### config.mk
export PLATFORM = sky130hd
export DESIGN_NAME = mem_arbiter
export DESIGN_NICKNAME = d
export VERILOG_FILES = /design/src/rtl/mem_arbiter.sv
export SDC_FILE = /design/constraint.sdc
export NUM_CORES = 1
export LEC_CHECK = 0
export ABC_AREA = 0
export BUFFER_PORTS_ARGS = -buffer_cell sky130_fd_sc_hd__buf_2
export CAP_MARGIN = 10
export CORE_AREA = 2 2 83 85
export CTS_CLUSTER_DIAMETER = 50
export DETAILED_ROUTE_END_ITERATION = 8
export DIE_AREA = 0 0 85 87
export GPL_ROUTABILITY_DRIVEN = 0
export PLACE_DENSITY_LB_ADDON = 0.3
export SLEW_MARGIN = 20
export SYNTH_ARGS = -nofsm -noshare
export SYNTH_HDL_FRONTEND = slang
export SYNTH_SLANG_ARGS = --single-unit
### constraint.sdc
create_clock -name clk -period 1.8 [get_ports clk]
set_input_delay 0.09 -clock clk [delete_from_list [all_inputs] [get_ports clk]]
set_output_delay 0.09 -clock clk [all_outputs]
set_load 0.005 [all_outputs]
### src/rtl/mem_arbiter.sv
// mem_arbiter: shares one pipelined main memory between the I-cache fill FSM
// and the D-cache. Reads are 8-word line-fill bursts, writes are single-word
// write-throughs. Ties alternate between the two sides; a grant is held for
// the whole transaction.
module mem_arbiter #(
    parameter int MEM_LAT   = 4,
    parameter int BURST_LEN = 8
) (
    input  logic        clk,
    input  logic        rst_n,
    input  logic        i_req,
    input  logic [15:0] i_addr,
    output logic        i_grant,
    output logic        i_rvalid,
    output logic        i_done,
    input  logic        d_req,
    input  logic        d_wr,
    input  logic [15:0] d_addr,
    input  logic [15:0] d_wdata,
    output logic        d_grant,
    output logic        d_rvalid,
    output logic        d_done,
    output logic [15:0] rdata,
    output logic [2:0]  rword,
    output logic        busy,
    output logic        mem_enable,
    output logic        mem_wr,
    output logic [15:0] mem_addr,
    output logic [15:0] mem_wdata,
    input  logic [15:0] mem_rdata,
    input  logic        mem_data_valid
);

    // The word index field is 3 bits wide, so only 8-word lines are supported.
    if (MEM_LAT < 1 || BURST_LEN != 8) begin : g_param_check
        $error("mem_arbiter: unsupported MEM_LAT/BURST_LEN");
    end

    localparam logic [3:0] BURST_CNT = 4'(BURST_LEN);
    localparam logic [2:0] LAST_WORD = 3'(BURST_LEN - 1);

    typedef enum logic [1:0] {
        StIdle  = 2'd0,
        StRead  = 2'd1,
        StWrite = 2'd2
    } state_t;

    state_t      r_state;
    logic [3:0]  r_issue_cnt;
    logic [2:0]  r_recv_cnt;
    logic        r_owner_d;     // 1: D-side owns the current transaction
    logic        r_last_d;      // 1: D-side owned the previous transaction
    logic [11:0] r_base;
    logic        r_i_grant;
    logic        r_d_grant;
    logic        r_mem_enable;
    logic        r_mem_wr;
    logic [15:0] r_mem_addr;
    logic [15:0] r_mem_wdata;

    logic        w_rvalid;
    logic        w_last;
    logic        w_grant_d;
    logic [11:0] w_new_base;
    logic        w_unused;

    // Line offset bits of the I-side address are never needed.
    assign w_unused = ^i_addr[3:0];

    // Returned data is only meaningful while a burst is being received.
    assign w_rvalid   = (r_state == StRead) && mem_data_valid;
    assign w_last     = w_rvalid && (r_recv_cnt == LAST_WORD);
    // D wins when alone, or on a tie when I owned the previous transaction.
    assign w_grant_d  = d_req && (!i_req || !r_last_d);
    assign w_new_base = w_grant_d ? d_addr[15:4] : i_addr[15:4];

    assign i_grant    = r_i_grant;
    assign d_grant    = r_d_grant;
    assign i_rvalid   = w_rvalid && !r_owner_d;
    assign d_rvalid   = w_rvalid && r_owner_d;
    assign i_done     = w_last && !r_owner_d;
    assign d_done     = (w_last && r_owner_d) || (r_state == StWrite);
    assign rdata      = w_rvalid ? mem_rdata : 16'h0000;
    assign rword      = w_rvalid ? r_recv_cnt : 3'd0;
    assign busy       = (r_state != StIdle);
    assign mem_enable = r_mem_enable;
    assign mem_wr     = r_mem_wr;
    assign mem_addr   = r_mem_addr;
    assign mem_wdata  = r_mem_wdata;

    // Arbitration FSM; memory command outputs are registered one cycle ahead.
    always_ff @(posedge clk or negedge rst_n) begin
        if (!rst_n) begin
            r_state      <= StIdle;
            r_issue_cnt  <= 4'd0;
            r_recv_cnt   <= 3'd0;
            r_owner_d    <= 1'b0;
            r_last_d     <= 1'b0;
            r_base       <= 12'h000;
            r_i_grant    <= 1'b0;
            r_d_grant    <= 1'b0;
            r_mem_enable <= 1'b0;
            r_mem_wr     <= 1'b0;
            r_mem_addr   <= 16'h0000;
            r_mem_wdata  <= 16'h0000;
        end else begin
            unique case (r_state)
                StIdle: begin
                    if (i_req || d_req) begin
                        r_owner_d    <= w_grant_d;
                        r_last_d     <= w_grant_d;
                        r_i_grant    <= !w_grant_d;
                        r_d_grant    <= w_grant_d;
                        r_mem_enable <= 1'b1;
                        if (w_grant_d && d_wr) begin
                            r_state     <= StWrite;
                            r_mem_wr    <= 1'b1;
                            r_mem_addr  <= d_addr;
                            r_mem_wdata <= d_wdata;
                        end else begin
                            // Word 0 goes out in the first READ cycle.
                            r_state     <= StRead;
                            r_mem_wr    <= 1'b0;
                            r_base      <= w_new_base;
                            r_mem_addr  <= {w_new_base, 3'd0, 1'b0};
                            r_issue_cnt <= 4'd1;
                            r_recv_cnt  <= 3'd0;
                        end
                    end
                end
                StRead: begin
                    if (r_issue_cnt < BURST_CNT) begin
                        r_mem_enable <= 1'b1;
                        r_mem_addr   <= {r_base, r_issue_cnt[2:0], 1'b0};
                        r_issue_cnt  <= r_issue_cnt + 4'd1;
                    end else begin
                        r_mem_enable <= 1'b0;
                    end
                    if (w_rvalid) begin
                        if (r_recv_cnt == LAST_WORD) begin
                            r_state      <= StIdle;
                            r_issue_cnt  <= 4'd0;
                            r_recv_cnt   <= 3'd0;
                            r_i_grant    <= 1'b0;
                            r_d_grant    <= 1'b0;
                            r_mem_enable <= 1'b0;
                        end else begin
                            r_recv_cnt <= r_recv_cnt + 3'd1;
                        end
                    end
                end
                StWrite: begin
                    r_state      <= StIdle;
                    r_i_grant    <= 1'b0;
                    r_d_grant    <= 1'b0;
                    r_mem_enable <= 1'b0;
                    r_mem_wr     <= 1'b0;
                end
                default: begin
                    r_state <= StIdle;
                end
            endcase
        end
    end

endmodule

==> results.json, run 1 <==
{
  "totalWireLength_mm": 7.153,
  "yosysMostFrequentCell": "dfrtp_1",
  "ios": 130,
  "syn_area_sq_um": 3048,
  "syn_inst": 268,
  "synth_area_per_cell_sq_um": 11.37,
  "fin_crit_ns": 1.690,
  "design_area_sq_um": 4244,
  "yosysWarnings": 0,
  "crit_chain": "nand2b_1, a21oi_2, nand2b_4, mux2_2",
  "rsz0062_at_grt": "no",
  "hold_violations": 0,
  "yosys.area.top_type_share_pct": 47.62,
  "htree_num_levels": 3,
  "grt_use_total_pct": 19.82,
  "skew_ns": 0.005889,
  "switching_share_pct": 35.54,
  "leakage_nw": 2.210,
  "placed_area_sq_um": 3815,
  "die_h_um": 87,
  "relSlewSlack_pct": 66.11,
  "syn_to_final_growth_pct": 39.24,
  "cts_root_buf": "clkbuf_8",
  "p_seq_share_pct": 34.6,
  "nNetsFinal": 496,
  "slowest_delay_ns": 0.45,
  "cp-end-kind": "flip-flop",
  "cts_inserted_buffers": 9,
  "p_int_mw": 4.280,
  "tns_ns": 0,
  "clk_path_buf_depth": 2,
  "rr_worst_depth": 4,
  "ys_top_cells_by_count": "dfrtp_1 (58), nand2_1 (29), and3_1 (21)",
  "fin_crit_sh_pct": 93.87,
  "dp_hpwl_mm": 5.123,
  "rows": 30,
  "synth_edf_count": 0,
  "drive_gt1_share_pct": 43.74,
  "slew_violations": 0,
  "path_buf_inv": 0,
  "drtPass1Iterations": 4,
  "final_antenna_net_count": 0,
  "ys_async_sr_fraction_pct": 100.0,
  "arrival_ns": 1.90,
  "grt_max_degree": 38,
  "clock_latency_ns": 0.33,
  "port-buffer-count": 125,
  "crit_family": "simple AND/OR/NAND/NOR gates",
  "cp.depth": 4,
  "grt_pass1_vias": 2488,
  "antenna_found_initial": 0,
  "critical_path_class": "flip-flop to flip-flop",
  "dieArea_sq_um": 7395,
  "core-area_sq_um": 6569,
  "comb_power_share_pct": 47.7,
  "yosysSeqAreaShare_pct": 47.62,
  "start_util_pct": 46.40,
  "worst_pin_slew_ns": 0.5084,
  "outcome": "finished clean",
  "vias_per_cell": 5.177,
  "clkPwrFrac_pct": 17.7,
  "clock-sinks": 58,
  "hold_slack_ns": 0.05460,
  "wl_per_cell_um": 14.22,
  "power.switching_mw": 2.360,
  "drt-initial-drc-count": 77,
  "utilization_pct": 64.61,
  "crit_fanout": 13,
  "hp-class": "input pin to flip-flop",
  "grt_first_pass_wirelength_mm": 11.52,
  "antenna_cells": 0,
  "setup_viol": 0,
  "ys_ff_latch": 58,
  "worstPathRequired_ns": 2.01,
  "cp_slowest_cell": "dfrtp_1",
  "synth_area_leaders": "dfrtp_1 (48%), mux2_4 (8.4%), mux2_1 (7.4%), mux2i_1 (4.6%), and3_1 (4.3%)",
  "syn_nets": 344,
  "synthDistinctLibCells": 46,
  "drc": 0,
  "cap_violations": 0,
  "yosysTopAreaCell": "dfrtp_1",
  "synthFlopType": "dfrtp_1",
  "ir_worst_vdd_mv": 0.8141,
  "overflow": 0,
  "vias": 2604,
  "power_density_nw_per_um2": 1565,
  "clkSlewWorstSetupHoldPaths_ns": 0.06,
  "critPathLaunchType": "flip-flop",
  "dieWidth_um": 85,
  "hold_path_depth": 3,
  "maxClockFrequency_ghz": 0.5918,
  "tritoncts": "built"
}
[final cells by class]
class / instances / area [sq um]
clock inverters: 3 / 40.04
multi-input cells: 190 / 1524
flip-flops and latches: 58 / 1453
clock buffers: 11 / 151.4
well taps: 80 / 100.1
repair buffers: 156 / 957.2
inverters: 5 / 18.77
fillers: 539 / 2325
[tightest hold or removal path, cell delays in order]
cell	delay, ns
buf_2	0.08
a22oi_1	0.05
o21ai_1	0.11
[power by group through the flow]
stage,combinational (mW),sequential [mW],clock (mW)
6_report,3.16,2.30,1.18
5_1_grt,3.50,2.39,1.28
4_1_cts,3.07,2.29,1.21
3_5_place_dp,3.02,2.30,0
3_3_place_gp,2.94,2.27,0
2_1_floorplan,1.89,2.28,0
[layout by cell type, fill, tap and decap left out, types with 3 or more instances in the layout]
master and count:
a21oi_1 8, a22oi_1 3, and3_1 21, buf_12 4, buf_2 125, buf_4 8, clkbuf_8 11, dfrtp_1 57
dlygate4sd3_1 18, ha_1 4, inv_2 3, mux2_1 20, mux2_2 3, mux2_4 17, mux2i_1 14, nand2_1 29
nand2b_1 3, nand3_1 4, nor2_1 8, o21ai_0 7, o21ai_1 16, o2bb2ai_1 4
[stage by stage]
step / total power, mW / setup slack (ns) / std cells
global placement: 5.206 / 0.1136 / 468
floorplan: 4.172 / 0.1665 / 268
CTS: 6.568 / 0.03719 / 500
finish: 6.641 / 0.1103 / 503
global route: 7.161 / 0.02729 / 503
detailed placement: 5.324 / 0.06859 / 468
[worst paths after layout]
check | start | to | slack [ns]
setup / recovery | r_last_d | r_base[8] | 0.11
hold / removal | d_addr[3] | mem_addr[3] | 0.05
setup reg to reg | r_last_d | r_base[8] | 0.11
hold reg to reg | mem_addr[6] | mem_addr[6] | 0.48
max in group asynchronous | rst_n | r_state[0] | 0.96
min in group asynchronous | rst_n | mem_addr[14] | 0.27
[logic make-up (layout without fill, tap and decap cells)]
kind of cell	Yosys count	count (layout)	synth area share (%)
adder cells (fa/ha/maj)	6	6	2.463
buffers and inverters	20	175	3.448
AO/OA/AOI/OAI	54	54	11.78
AND/OR/NAND/NOR	76	76	13.22
flip-flops	58	58	47.62
multiplexers	54	54	21.47
[state kept, by name, indices dropped and copies added (netlist names)]
register	count
i_grant	1
mem_wdata	16
mem_addr	16
mem_wr	1
r_last_d	1
d_grant	1
r_recv_cnt	3
mem_enable	1
r_base	12
r_issue_cnt	4
r_state	2
[what timing repair did]
| action | 4_1_cts | 5_1_grt |
|---|---|---|
| setup endpoints to repair | 8 | 13 |
| pin swaps | 0 | 2 |
| hold endpoints to repair | 38 | 0 |
| hold buffers | 18 | 0 |
| buffers inserted | 0 | 3 |
| cloned | 0 | 0 |
| resized for setup | 1 | 7 |
[per-layer routing]
layer	wire, um	track usage, %	vias to the layer above	share of wire [%]
met5	0	0	-	0
met4	175	10.82	0	2.4
met3	407	4.171	15	5.7
met2	3550	34.02	91	50
met1	3020	23.24	1229	42
li1	-	-	1269	-
Note: power is estimated with default switching activity, not from simulation.
==> run 2, diff against run 1 <==
--- a/config.mk
+++ b/config.mk
@@ -5,13 +5,13 @@
 export SDC_FILE = /design/constraint.sdc
 export NUM_CORES = 1
 export LEC_CHECK = 0
-export ABC_AREA = 0
+export ABC_AREA = 1
 export BUFFER_PORTS_ARGS = -buffer_cell sky130_fd_sc_hd__buf_2
 export CAP_MARGIN = 10
-export CORE_AREA = 2 2 83 85
+export CORE_AREA = 2 2 84 86
 export CTS_CLUSTER_DIAMETER = 50
 export DETAILED_ROUTE_END_ITERATION = 8
-export DIE_AREA = 0 0 85 87
+export DIE_AREA = 0 0 86 88
 export GPL_ROUTABILITY_DRIVEN = 0
 export PLACE_DENSITY_LB_ADDON = 0.3
 export SLEW_MARGIN = 20
==> run 2 against run 1 <==
Wire length grew 15%. Largest power group unchanged. Setup slack gained 0.022 ns. Register-to-register slack gained 0.06 ns. Clock skew grew 0.0017 ns. Count of clock-buffer cells in the layout grew 2. First-iteration DRC count grew 110%. Largest cell class is now flip-flops and latches. Non-clock buffer count shrank 5. Die area grew 2.3%. Critical path type is now flip-flop to output pin. Hold slack lost 0.013 ns. Design area shrank 2.3%. Global-route usage grew 2.4 points.
==> results.json, run 2 <==
{
  "grt_first_pass_wirelength_mm": 13.23,
  "htree_num_levels": 3,
  "synth_area_leaders": "dfrtp_1 (47%), nand2_1 (21%), nand3_1 (7.9%), inv_1 (5.5%), nor2_1 (3.3%)",
  "syn_area_sq_um": 3092,
  "dieArea_sq_um": 7568,
  "synth_edf_count": 0,
  "cts_inserted_buffers": 9,
  "path_common_cell": "ha_1",
  "dieWidth_um": 86,
  "final-seq-area_sq_um": 1451,
  "multiInputGateArea_sq_um": 1354,
  "clock_latency_ns": 0.33,
  "clock-sinks": 58,
  "worst_slack_ns": 0.1319,
  "port-buffer-count": 125,
  "hp-class": "input pin to flip-flop",
  "layout_commonest_cell": "nand2_1",
  "antenna_cells": 0,
  "muxShareOfSynthArea_pct": 0,
  "cap_violations": 0,
  "start_util_pct": 46.53,
  "yosysSeqAreaShare_pct": 46.94,
  "path_buf_inv": 1,
  "ios": 130,
  "nNetsFinal": 641,
  "yosysTopAreaCell": "dfrtp_1",
  "overflow": 0,
  "ir_worst_vdd_mv": 0.8867,
  "maxClockFrequency_ghz": 0.5995,
  "leakage_nw": 2.455,
  "critical_path_class": "flip-flop to output pin",
  "core-area_sq_um": 6644,
  "power_density_nw_per_um2": 1576,
  "layout_common_cells": "nand2_1 (173), buf_2 (125), dfrtp_1 (58)",
  "r2r_start": "r_state[0]",
  "yosysWarnings": 0,
  "cp-end-kind": "output pin",
  "min-delay-start": "d_addr[0]",
  "fin_crit_sh_pct": 92.67,
  "antenna_found_initial": 0,
  "syn_to_final_growth_pct": 34.12,
  "worstPathRequired_ns": 1.71,
  "syn_inst": 419,
  "critPathLaunchType": "flip-flop",
  "die_h_um": 88,
  "vias": 3147,
  "rsz0062_at_grt": "no",
  "drt-initial-drc-count": 158,
  "synthDistinctLibCells": 28,
  "tns_ns": 0,
  "fin_crit_ns": 1.668,
  "cts_root_buf": "clkbuf_8",
  "relSlewSlack_pct": 51.91,
  "crit_family": "adder cells",
  "synth_xor_area_share_pct": 0.2833,
  "synth_fa_ha_area_share_pct": 2.428,
  "grt_use_total_pct": 22.24,
  "nFillCells": 562,
  "worst_pin_slew_ns": 0.7214,
  "grt_max_degree": 59,
  "drive_gt1_share_pct": 29.00,
  "dp_hpwl_mm": 5.660,
  "place_ws_ns": 0.1737,
  "tritoncts": "built",
  "crit_chain": "ha_1, ha_1, nand2_1, o21bai_1, buf_2",
  "vias_per_cell": 4.849,
  "ys_top_cells_by_count": "nand2_1 (173), dfrtp_1 (58), nand3_1 (49)",
  "slew_violations": 0,
  "drc": 0,
  "rows": 30,
  "synth_compound_area_share_pct": 5.989,
  "hold_violations": 0,
  "crit_fanout": 5,
  "arrival_ns": 1.58,
  "synthFlopType": "dfrtp_1",
  "cp_slowest_cell": "dfrtp_1",
  "clk_path_buf_depth": 2,
  "outcome": "finished clean",
  "synth_top_family_by_area": "simple AND/OR/NAND/NOR gates",
  "totalWireLength_mm": 8.223,
  "grt_pass1_vias": 2905,
  "ys_async_sr_fraction_pct": 100.0,
  "final_antenna_net_count": 0,
  "yosys.area_share.simple_pct": 34.68,
  "yosys.area.top_type_share_pct": 46.94,
  "skew_ns": 0.007589,
  "synth_area_per_cell_sq_um": 7.379,
  "wl_per_cell_um": 12.67,
  "yosysMostFrequentCell": "nand2_1",
  "drtPass1Iterations": 4,
  "syn_nets": 495,
  "slowest_delay_ns": 0.40,
  "setup_viol": 0,
  "crit_start": "r_recv_cnt[0]",
  "clkSlewWorstSetupHoldPaths_ns": 0.06,
  "ys_ff_latch": 58
}
==> run 2: cell count changes in the layout (fill, tap and decap cells not counted), sizes merged, moves of 4 or more <==
cell and change:
mux2i -14, nand2b -4, nor2 +21, mux2 -40
and3 -21, nand2 +148, inv +44, o2bb2ai -4
nand3 +44, a21oi -6, buf -4
==> run 2: path summary, 6_finish.rpt <==
path	to	slack, ns	cells past startpoint
worst max-delay path	d_done	0.13	5
worst min-delay path	mem_addr[0]	0.04	3
worst max register to register	mem_addr[3]	0.17	8
worst min register to register	mem_addr[4]	0.48	2
max in group asynchronous	mem_wr	0.88	3
min in group asynchronous	mem_addr[14]	0.42	3
==> run 2: timing repair <==
| item | CTS | global route |
|---|---|---|
| pin swaps | 0 | 1 |
| endpoints found under the hold margin | 74 | 0 |
| setup buffers | 0 | 0 |
| setup endpoints to repair | 10 | 15 |
| hold buffers | 17 | 0 |
| gates resized for setup | 2 | 3 |
==> run 2: routing by layer <==
metal | routed length (um) | GRT usage (%) | share of wire (%) | vias to the layer above
met5 | 0 | 0 | 0 | -
met4 | 137 | 7.648 | 1.7 | 0
met1 | 3617 | 28.20 | 44 | 1445
met3 | 476 | 6.409 | 5.8 | 15
met2 | 3991 | 36.65 | 49 | 92
li1 | - | - | - | 1595
==> run 2: stage by stage <==
step           cells  hold WS (ns)  power (mW)  util (%)  area (sq um)
4_1_cts          649       0.04168       6.538     62.37          4144
3_3_place_gp     617        0.2793       5.222     56.82          3775
6_report         649       0.04187       6.535     62.41          4146
3_5_place_dp     617        0.2890       5.307     56.82          3775
2_1_floorplan    419       -0.2056       4.294         -          3092
5_1_grt          649       0.05796       7.099     62.41          4146
==> run 2: logic make-up after synthesis <==
| family | after synthesis |
|---|---|
| fa+ha+maj | 6 |
| flops | 58 |
| simple gates | 258 |
| compound gates | 31 |
| xor+xnor | 1 |
| buf+inv | 65 |
==> run 2: final cells by class <==
type	instances	share of cell area [%]
Clock buffer	13	3.591
Clock inverter	2	0.9052
Multi-Input combinational cell	296	32.65
Inverter	49	4.617
Sequential cell	58	35.00
Timing Repair Buffer	151	20.82
Tap cell	80	2.414
==> run 2: power breakdown <==
part	internal, mW	total [mW]	switching, mW
sequential	1.90	2.21	0.312
clock	0.671	1.16	0.492
combinational	1.24	3.16	1.92
==> run 2: worst min-delay path, stage by stage <==
cell and delay (ns):
buf_2 0.10, nand4_1 0.07, o21ai_0 0.07
==> run 3, diff against run 2 <==
--- a/config.mk
+++ b/config.mk
@@ -8,10 +8,11 @@
 export ABC_AREA = 1
 export BUFFER_PORTS_ARGS = -buffer_cell sky130_fd_sc_hd__buf_2
 export CAP_MARGIN = 10
-export CORE_AREA = 2 2 84 86
+export CORE_AREA = 2 2 82 84
+export CTS_BUF_LIST = sky130_fd_sc_hd__clkbuf_8
 export CTS_CLUSTER_DIAMETER = 50
 export DETAILED_ROUTE_END_ITERATION = 8
-export DIE_AREA = 0 0 86 88
+export DIE_AREA = 0 0 84 86
 export GPL_ROUTABILITY_DRIVEN = 0
 export PLACE_DENSITY_LB_ADDON = 0.3
 export SLEW_MARGIN = 20
==> run 3 against run 2 <==
Register-to-register slack about the same. Wire length increased by 0.89%. Sequential power about the same. Critical path depth unchanged. Critical path type unchanged. Sequential share of layout area decreased by 0.27 points. Setup slack improved by 0.017 ns.
==> results.json, run 3 (synthesis results as in run 2) <==
{
  "r2r_start": "r_state[0]",
  "hp-class": "input pin to flip-flop",
  "slew_violations": 0,
  "fin_crit_sh_pct": 91.75,
  "r2r-end": "r_base[7]",
  "port-buffer-count": 125,
  "layout_common_cells": "nand2_1 (173), buf_2 (125), dfrtp_1 (58)",
  "comb_power_share_pct": 48.6,
  "p_seq_share_pct": 33.3,
  "dieWidth_um": 84,
  "drt-initial-drc-count": 150,
  "syn_to_final_growth_pct": 35.17,
  "rr_worst_depth": 8,
  "dieArea_sq_um": 7224,
  "rsz0062_at_grt": "no",
  "switching_share_pct": 42.24,
  "clkSlewWorstSetupHoldPaths_ns": 0.07,
  "vias": 3173,
  "grt_pass1_vias": 3052,
  "drive_gt1_share_pct": 29.72,
  "relSlewSlack_pct": 65.73,
  "core-area_sq_um": 6277,
  "holdPathEnd": "mem_addr[0]",
  "utilization_pct": 66.57,
  "maxClockFrequency_ghz": 0.6055,
  "start_util_pct": 49.25,
  "overflow": 0,
  "leakage_nw": 2.488,
  "fin_crit_ns": 1.652,
  "arrival_ns": 1.56,
  "clk_path_buf_depth": 2,
  "nNetsFinal": 643,
  "min-delay-start": "d_addr[0]",
  "dp_hpwl_mm": 5.660,
  "drc": 0,
  "power_density_nw_per_um2": 1588,
  "nFillCells": 563,
  "finalPower_mw": 6.638,
  "cts_root_buf": "clkbuf_8",
  "cap_violations": 0,
  "critical_path_class": "flip-flop to output pin",
  "clock-sinks": 58,
  "worst_pin_slew_ns": 0.5128,
  "worstPathRequired_ns": 1.71,
  "p_int_mw": 3.834,
  "antenna_cells": 0,
  "setup_viol": 0,
  "ios": 130,
  "cts_inserted_buffers": 9,
  "r2r_slack_ns": 0.18,
  "clkPwrFrac_pct": 18.1,
  "htree_num_levels": 3,
  "hold_violations": 0,
  "crit_fanout": 5,
  "cp-end-kind": "output pin",
  "critPathLaunchType": "flip-flop",
  "tritoncts": "built",
  "grt_use_total_pct": 23.92,
  "antenna_found_initial": 0,
  "tns_ns": 0,
  "die_h_um": 86,
  "final_antenna_net_count": 0,
  "power.switching_mw": 2.804,
  "grt_max_degree": 59,
  "grt_first_pass_wirelength_mm": 13.87,
  "rows": 29,
  "hold_path_depth": 3,
  "skew_ns": 0.01025,
  "ir_worst_vdd_mv": 0.9791,
  "outcome": "finished clean",
  "layout_commonest_cell": "nand2_1",
  "drtPass1Iterations": 6,
  "clock_latency_ns": 0.34,
  "vias_per_cell": 4.889,
  "wl_per_cell_um": 12.78,
  "totalWireLength_mm": 8.296
}
run 3: cell types whose count changed in the layout (fill, tap and decap cells not counted), sizes merged:
cell	delta
buf	+2
clkinv	+4
inv	+1
clkinvlp	-1
clkbuf	-3
run 3: per-stage QoR:
step	instances	area, sq um	setup WS, ns	hold WS (ns)
6_report	649	4179	0.1484	0.02829
5_1_grt	649	4179	0.02902	0.02134
4_1_cts	647	4161	0.04950	0.02383
3_5_place_dp	614	3784	0.1539	0.1205
3_3_place_gp	614	3784	0.2194	0.1143
2_1_floorplan	419	3092	0.3559	-0.2056
run 3: power groups by stage:
stage | Combinational [mW] | Clock [mW] | Sequential [mW]
6_report | 3.23 | 1.20 | 2.21
5_1_grt | 3.66 | 1.30 | 2.28
4_1_cts | 3.20 | 1.23 | 2.21
3_5_place_dp | 3.12 | 0 | 2.21
3_3_place_gp | 3.02 | 0 | 2.20
2_1_floorplan | 2.07 | 0 | 2.22
run 3: routing by layer:
metal	track usage, %	up-vias	part of all wire, %
li1	-	1593	-
met4	9.091	0	1.4
met2	40.00	91	49
met3	6.064	14	5.9
met1	30.14	1475	43
met5	0	-	0
run 3: critical path, stage by stage (launching register included):
cell      delay (ns)
dfrtp_1         0.42
ha_1            0.22
ha_1            0.24
nand2_1         0.15
o21bai_1        0.07
buf_2           0.12
run 3: layout make-up:
cell class                 count  area [sq um]  area share, %
sequential                    58          1451          34.73
clock inverter                 6         57.56          1.377
multi-input combinational    296          1356          32.46
inverter                      49         188.9          4.521
tap                           77         96.34          2.305
timing repair buffer         153         890.9          21.32
clock buffer                  10         137.6          3.293
run 3: worst max-delay path by stage:
stage | from | slack, ns | to
floorplan | r_state[0] | 0.36 | mem_addr[10]
global placement | r_state[1] | 0.22 | d_done
CTS | r_state[1] | 0.05 | d_done
finish | r_recv_cnt[0] | 0.15 | d_done
detailed placement | r_state[1] | 0.15 | r_issue_cnt[2]
global route | r_recv_cnt[0] | 0.03 | d_done
run 3: repair_timing:
action	CTS	global route
gates resized for setup	2	2
hold buffers	17	0
hold endpoints to repair	74	0
buffers inserted	0	2
endpoints found under the setup margin	23	7
